### config.mk
export PLATFORM = sky130hd
export DESIGN_NAME = player_motion_ctrl
export DESIGN_NICKNAME = d
export VERILOG_FILES = /design/src/rtl/player_pkg.sv /design/src/rtl/player_motion_axis.sv /design/src/rtl/player_motion_ctrl.sv
export SDC_FILE = /design/constraint.sdc
export NUM_CORES = 1
export LEC_CHECK = 0
export ABC_AREA = 1
export ABC_CLOCK_PERIOD_IN_PS = 4400
export BUFFER_PORTS_ARGS = -buffer_cell sky130_fd_sc_hd__buf_4
export CORE_MARGIN = 2
export CORE_UTILIZATION = 66
export DETAILED_ROUTE_END_ITERATION = 12
export PLACE_DENSITY = 0.86
export SLEW_MARGIN = 10
export SYNTH_ARGS = -nofsm -noshare
export SYNTH_HDL_FRONTEND = slang
export SYNTH_HIERARCHICAL = 1
export SYNTH_SLANG_ARGS = --single-unit
export TNS_END_PERCENT = 30
### constraint.sdc
create_clock -name CLOCK_50 -period 4.4 [get_ports CLOCK_50]
set_input_delay 0.66 -clock CLOCK_50 [delete_from_list [all_inputs] [get_ports CLOCK_50]]
set_output_delay 0.66 -clock CLOCK_50 [all_outputs]
set_load 0.05 [all_outputs]
### src/rtl/player_pkg.sv
// ============================================================================
//  Module      : player_pkg
//  Description : Shared constants for the player motion controller: default
//                screen/sprite geometry, axis FSM state encodings, button
//                request bit positions and at_edge bit indices.
//  Revision    : 1.0 - initial release
// ============================================================================
`default_nettype none

package player_pkg;

    // Default geometry (640x480 active area, 32x16 sprite)
    localparam int c_screen_w = 640;
    localparam int c_screen_h = 480;
    localparam int c_player_w = 32;
    localparam int c_player_h = 16;
    localparam int c_step     = 4;
    localparam int c_pos_w    = 10;

    // Axis FSM state encoding
    localparam logic [1:0] c_st_idle   = 2'd0;
    localparam logic [1:0] c_st_hold   = 2'd1;
    localparam logic [1:0] c_st_repeat = 2'd2;

    // Bit positions of the synchronised, active-high button requests
    localparam int c_btn_left  = 0;
    localparam int c_btn_right = 1;
    localparam int c_btn_up    = 2;
    localparam int c_btn_down  = 3;

    // at_edge bit indices: {top, bottom, right, left}
    localparam int c_edge_left   = 0;
    localparam int c_edge_right  = 1;
    localparam int c_edge_bottom = 2;
    localparam int c_edge_top    = 3;

endpackage

`default_nettype wire

### src/rtl/player_motion_axis.sv
// ============================================================================
//  Module      : axis_motion
//  Description : One axis of player motion. Press-to-move FSM
//                (IDLE/HOLD/REPEAT) with a hold delay before auto-repeat and
//                a saturating clamp to [0, LIMIT].
//                Optional macro PLAYER_ACCEL_EN: in REPEAT the step doubles
//                after every 8 repeat moves, capped at 4*STEP.
//  Revision    : 1.0 - initial release
// ============================================================================
`default_nettype none

import player_pkg::*;

module axis_motion #(
    parameter int POS_W         = 10,
    parameter int LIMIT         = 608,
    parameter int START         = 304,
    parameter int STEP          = 4,
    parameter int HOLD_DELAY    = 12_500_000,
    parameter int REPEAT_PERIOD = 1_250_000
) (
    input  logic             clk,
    input  logic             rst,
    input  logic             i_enable,
    input  logic             i_neg,
    input  logic             i_pos,
    output logic [POS_W-1:0] o_pos,
    output logic             o_moved
);

    localparam int c_cnt_max = (HOLD_DELAY > REPEAT_PERIOD) ? HOLD_DELAY : REPEAT_PERIOD;
    localparam int c_cnt_w   = (c_cnt_max > 2) ? $clog2(c_cnt_max) : 1;

    localparam logic [POS_W:0]     c_limit     = (POS_W+1)'(LIMIT);
    localparam logic [POS_W:0]     c_step_base = (POS_W+1)'(STEP);
    localparam logic [c_cnt_w-1:0] c_hold_last = c_cnt_w'(HOLD_DELAY - 1);
    localparam logic [c_cnt_w-1:0] c_rep_last  = c_cnt_w'(REPEAT_PERIOD - 1);

    logic [1:0]         r_state;
    logic [1:0]         w_state_nxt;
    logic [c_cnt_w-1:0] r_cnt;
    logic [c_cnt_w-1:0] w_cnt_nxt;
    logic               r_dir;        // 1 = positive direction latched at press
    logic               w_dir_nxt;
    logic               w_move;
    logic               w_move_dir;
    logic               w_held;
    logic [POS_W:0]     w_step;
    logic [POS_W:0]     w_pos_ext;
    logic [POS_W:0]     w_sum;
    logic [POS_W:0]     w_dec;
    logic [POS_W:0]     w_inc;
    logic [POS_W-1:0]   w_pos_nxt;
    logic [POS_W-1:0]   r_pos;
    logic               r_moved;

    // Held means the originally pressed direction is still the only request;
    // a direction swap therefore drops to IDLE before the new press registers.
    assign w_held = r_dir ? (i_pos & ~i_neg) : (i_neg & ~i_pos);

`ifdef PLAYER_ACCEL_EN
    logic [2:0] r_rep_moves;
    logic [1:0] r_shift;

    assign w_step = c_step_base << r_shift;

    // Count repeat moves; every 8th doubles the step until it reaches 4*STEP
    always_ff @(posedge clk) begin
        if (rst || r_state != c_st_repeat || w_state_nxt != c_st_repeat) begin
            r_rep_moves <= 3'd0;
            r_shift     <= 2'd0;
        end else if (w_move) begin
            r_rep_moves <= r_rep_moves + 3'd1;
            if (r_rep_moves == 3'd7 && r_shift != 2'd2) begin
                r_shift <= r_shift + 2'd1;
            end
        end
    end
`else
    assign w_step = c_step_base;
`endif

    // Saturating clamp, computed one bit wider than the position
    assign w_pos_ext = {1'b0, r_pos};
    assign w_sum     = w_pos_ext + w_step;
    assign w_dec     = (w_pos_ext < w_step) ? '0 : (w_pos_ext - w_step);
    assign w_inc     = (w_sum > c_limit) ? c_limit : w_sum;

    // Next-state, counter and move-request decode
    always_comb begin
        w_state_nxt = r_state;
        w_cnt_nxt   = r_cnt;
        w_dir_nxt   = r_dir;
        w_move      = 1'b0;
        w_move_dir  = r_dir;
        if (!i_enable) begin
            w_state_nxt = c_st_idle;
            w_cnt_nxt   = '0;
        end else begin
            case (r_state)
                c_st_idle: begin
                    w_cnt_nxt = '0;
                    if (i_neg ^ i_pos) begin
                        w_move      = 1'b1;
                        w_move_dir  = i_pos;
                        w_dir_nxt   = i_pos;
                        w_state_nxt = c_st_hold;
                    end
                end
                c_st_hold: begin
                    if (!w_held) begin
                        w_state_nxt = c_st_idle;
                        w_cnt_nxt   = '0;
                    end else if (r_cnt == c_hold_last) begin
                        w_move      = 1'b1;
                        w_cnt_nxt   = '0;
                        w_state_nxt = c_st_repeat;
                    end else begin
                        w_cnt_nxt = r_cnt + c_cnt_w'(1);
                    end
                end
                c_st_repeat: begin
                    if (!w_held) begin
                        w_state_nxt = c_st_idle;
                        w_cnt_nxt   = '0;
                    end else if (r_cnt == c_rep_last) begin
                        w_move    = 1'b1;
                        w_cnt_nxt = '0;
                    end else begin
                        w_cnt_nxt = r_cnt + c_cnt_w'(1);
                    end
                end
                default: begin
                    w_state_nxt = c_st_idle;
                    w_cnt_nxt   = '0;
                end
            endcase
        end
    end

    assign w_pos_nxt = w_move ? (w_move_dir ? w_inc[POS_W-1:0] : w_dec[POS_W-1:0]) : r_pos;

    // State, counter and position registers; moved flags a real position change
    always_ff @(posedge clk) begin
        if (rst) begin
            r_state <= c_st_idle;
            r_cnt   <= '0;
            r_dir   <= 1'b0;
            r_pos   <= POS_W'(START);
            r_moved <= 1'b0;
        end else begin
            r_state <= w_state_nxt;
            r_cnt   <= w_cnt_nxt;
            r_dir   <= w_dir_nxt;
            r_pos   <= w_pos_nxt;
            r_moved <= (w_pos_nxt != r_pos);
        end
    end

    assign o_pos   = r_pos;
    assign o_moved = r_moved;

endmodule

`default_nettype wire

### src/rtl/player_motion_ctrl.sv
// ============================================================================
//  Module      : player_motion_ctrl
//  Description : Two-axis player position controller. Synchronises four
//                active-low buttons and drives one axis_motion per axis.
//                Optional macro PLAYER_ACCEL_EN enables repeat acceleration
//                inside axis_motion.
//  Revision    : 1.0 - initial release
// ============================================================================
`default_nettype none

import player_pkg::*;

module player_motion_ctrl #(
    parameter int SCREEN_W      = c_screen_w,
    parameter int SCREEN_H      = c_screen_h,
    parameter int PLAYER_W      = c_player_w,
    parameter int PLAYER_H      = c_player_h,
    parameter int START_X       = (SCREEN_W - PLAYER_W) / 2,
    parameter int START_Y       = SCREEN_H - 4 - PLAYER_H,
    parameter int STEP          = c_step,
    parameter int HOLD_DELAY    = 12_500_000,
    parameter int REPEAT_PERIOD = 1_250_000,
    parameter int SYNC_STAGES   = 2,
    parameter int POS_W         = c_pos_w
) (
    input  logic             CLOCK_50,
    input  logic             reset,
    input  logic             enable,
    input  logic             left_button,
    input  logic             right_button,
    input  logic             up_button,
    input  logic             down_button,
    output logic [POS_W-1:0] player_x,
    output logic [POS_W-1:0] player_y,
    output logic             moving,
    output logic [3:0]       at_edge
);

    localparam int c_x_limit = SCREEN_W - PLAYER_W;
    localparam int c_y_limit = SCREEN_H - PLAYER_H;

    logic [3:0] r_sync [SYNC_STAGES];
    logic [3:0] w_req;
    logic       w_x_moved;
    logic       w_y_moved;

    // Button synchroniser chain; released (1) out of reset
    always_ff @(posedge CLOCK_50) begin
        if (reset) begin
            for (int i = 0; i < SYNC_STAGES; i++) begin
                r_sync[i] <= 4'hF;
            end
        end else begin
            r_sync[0] <= {down_button, up_button, right_button, left_button};
            for (int i = 1; i < SYNC_STAGES; i++) begin
                r_sync[i] <= r_sync[i-1];
            end
        end
    end

    assign w_req = ~r_sync[SYNC_STAGES-1];

    axis_motion #(
        .POS_W         (POS_W),
        .LIMIT         (c_x_limit),
        .START         (START_X),
        .STEP          (STEP),
        .HOLD_DELAY    (HOLD_DELAY),
        .REPEAT_PERIOD (REPEAT_PERIOD)
    ) u_axis_x (
        .clk      (CLOCK_50),
        .rst      (reset),
        .i_enable (enable),
        .i_neg    (w_req[c_btn_left]),
        .i_pos    (w_req[c_btn_right]),
        .o_pos    (player_x),
        .o_moved  (w_x_moved)
    );

    axis_motion #(
        .POS_W         (POS_W),
        .LIMIT         (c_y_limit),
        .START         (START_Y),
        .STEP          (STEP),
        .HOLD_DELAY    (HOLD_DELAY),
        .REPEAT_PERIOD (REPEAT_PERIOD)
    ) u_axis_y (
        .clk      (CLOCK_50),
        .rst      (reset),
        .i_enable (enable),
        .i_neg    (w_req[c_btn_up]),
        .i_pos    (w_req[c_btn_down]),
        .o_pos    (player_y),
        .o_moved  (w_y_moved)
    );

    assign moving = w_x_moved | w_y_moved;

    // Edge flags derived directly from the current position
    always_comb begin
        at_edge                = 4'b0000;
        at_edge[c_edge_left]   = (player_x == '0);
        at_edge[c_edge_right]  = (player_x == POS_W'(c_x_limit));
        at_edge[c_edge_top]    = (player_y == '0);
        at_edge[c_edge_bottom] = (player_y == POS_W'(c_y_limit));
    end

endmodule

`default_nettype wire

==> flow_summary.yaml <==
power_and_ir_drop:
  peakVddDrop_uv: 187.1
  powerDensity_nw_per_um2: 277.6
  p_leak_nw: 2.545
yosys:
  syn_nets: 872
  yosys_register_bits: 84
  ys_warn_count: 6
  synth_top_area_share_pct: 30.37
  synthCells: 845
  syn_area_um2: 5537
  synth_area_leaders: "dfxtp_1 (30%), nand2_1 (12%), nor2_1 (9.4%), inv_1 (8.0%), nand3_1 (6.0%)"
  yosys.area.top_type: "dfxtp_1"
  yosys.cell_types.count: 45
  syn_avg_cell_area_um2: 6.552
  synth.yosys.seq_area_share_pct: 30.37
timing:
  finalCritPeriodShare_pct: 57.22
  rsz0062_at_grt: "no"
  setup_viol: 0
  tns_ns: 0
  whs_ns: 0.4115
  hold_viol: 0
  period_minus_slack_ns: 2.518
  slew-limit-headroom_pct: 47.78
  fmax_mhz: 397.2
  worstMarginPinSlew_ns: 0.7814
  setup_slack_ns: 1.882
  final_max_slew_viol_count: 0
  skew_ns: 0.01276
place:
  portBuffers: 31
  placed_cells: 960
  routabilityCongestion: 0.9553
  post-dp-hpwl_um: 9087
  pre_cts_ws_ns: 1.926
worst_setup_path:
  crit_family: "simple AND/OR/NAND/NOR gates"
  path_depth: 19
  critPathMaxStageDelay_ns: 0.30
  end_kind: "register"
  crit_fanout: 12
  cp-start-kind: "register"
  critical_path.cell_chain: "inv_1, inv_1, ha_1, inv_1, nand2_1, o21ai_0, nand2_1, inv_1, nor2_1, nand2_1, nand2_1, inv_1, nand2_1, nand3_1, nand3_1, nor2_1, nand3_1, nand2_1, inv_1"
  cp_num_buf_inv: 6
  cp.arrival_ns: 2.78
  cp.required_ns: 4.66
  rr_worst_depth: 19
  cp_slowest_cell: "dfxtp_1"
  crit_type: "register to register"
global_routing:
  grt_usage_pct: 28.45
  antenna_found_initial: 0
  grt_pass1_vias: 4826
  overflow: 0
  grt_pass1_wl_um: 20920
  grt_max_degree: 28
layout:
  fin_nets: 893
  diodes: 0
  fin_util_pct: 72.83
  final_cell_mix: "nand2_1 (170), nor2_1 (138), inv_1 (118)"
  drive_gt1_share_pct: 11.60
  fill_cells: 681
  final_common_cell: "nand2_1"
  final_cells: 976
  syn_to_final_growth_pct: 7.548
drt:
  drt_first_pass_iters: 5
  wirelength_um: 12310
  drc_errors: 0
  first_iter_violations: 287
  drtAntennaViolNets: 0
  vias_per_cell: 5.470
  routedWlPerCell_um: 12.61
  vias: 5339
clock_tree:
  cts_htree_levels: 3
  cts_resized: 0
  cts_made_buffers: 9
  path_clk_slew_ns: 0.09
  clkLatencyLatePin_ns: 0.36
  post_cts_buffers: 0
  clockBufferDepth: 2
  cts-root-buf: "clkbuf_8"
  cts_tree: "built"
  ctsHoldBuffers: 0
  clock-sinks: 84
floorplanning:
  die_y_um: 95.59
  dieArea_um2: 9137
  num_rows: 33
  floorplan.io_pins: 32
  initial_core_util_pct: 67.72
  die_w_um: 95.59
  core-area_um2: 8175
run:
  drv_cap: 0
status:
  outcome: "finished clean"
hold_path:
  hold_path.class: "register to register"
  whs_path_depth: 1
## path summary, 6_finish.rpt
path | to | start | slack (ns)
worst max-delay path | u_axis_x/o_moved | r_sync[0][4] | 1.88
worst min-delay path | r_sync[0][6] | r_sync[0][2] | 0.41
worst max register to register | u_axis_x/o_moved | r_sync[0][4] | 1.88
worst min register to register | r_sync[0][6] | r_sync[0][2] | 0.41
## layer usage
layer  wire, um  track usage, %
met4        167           7.976
met5          0               0
met3        732           3.715
met1       5414           36.52
met2       5996           49.88
## metrics by stage
step	total power, W	cell area (um2)
final	0.001653	5954
after global routing	0.001730	5954
after CTS	0.001658	5954
after detailed placement	0.001086	5751
after global placement	0.001082	5751
after floorplan	0.001031	5537
## cells by family after synthesis
kind of cell | count (synthesis) | share of synthesized area (%)
simple gates | 485 | 40.81
buf+inv | 149 | 11.39
flops | 84 | 30.37
fa+ha+maj | 20 | 4.520
compound gates | 79 | 8.475
xor+xnor | 28 | 4.429
## where the power goes
group	leakage [nW]	internal [W]	switching [W]
clock network	0.103	0.000271	0.000307
logic	1.76	0.0000852	0.000182
registers	0.681	0.000778	0.0000301
## sequential cells by signal, summed over array words and instances (netlist names)
| register | flops |
|---|---|
| u_axis_y/r_cnt | 24 |
| u_axis_x/o_pos | 10 |
| u_axis_y/r_state | 2 |
| u_axis_x/r_state | 2 |
| u_axis_x/o_moved | 1 |
| u_axis_y/r_dir | 1 |
| u_axis_x/r_cnt | 24 |
| u_axis_y/o_moved | 1 |
| r_sync | 8 |
| u_axis_y/o_pos | 10 |
| u_axis_x/r_dir | 1 |
## final cells by class
| cell class | count | area, um2 | share of cell area [%] |
|---|---|---|---|
| Multi-Input combinational cell | 612 | 3224 | 54.15 |
| Sequential cell | 84 | 1682 | 28.24 |
| Inverter | 128 | 480.5 | 8.069 |
| Timing Repair Buffer | 31 | 232.7 | 3.908 |
| Tap cell | 105 | 131.4 | 2.206 |
| Clock buffer | 9 | 123.9 | 2.080 |
| Clock inverter | 7 | 80.08 | 1.345 |
## synthesized netlist by cell type, drive strengths merged
cell	number
o211ai	7
or2	10
dfxtp	84
nor3	23
a21oi	30
o21ai	28
clkinv	2
nand3	74
nor3b	3
a21boi	1
a211oi	6
o22ai	2
buf	16
nor4	5
ha	20
clkbuf	5
nor2	151
xor2	20
a31oi	2
o21bai	1
and2	1
inv	126
nand3b	4
o31ai	2
nand2	182
nand4	32
xnor2	8
## worst register-to-register path: cells and delay by family, from the launching register on
| kind | cells | cell delay (ns) |
|---|---|---|
| simple gates | 11 | 1.09 |
| buf+inv | 6 | 0.58 |
| flops | 1 | 0.30 |
| fa+ha+maj | 1 | 0.28 |
| compound gates | 1 | 0.17 |
Power figures use the tool's default switching activity.
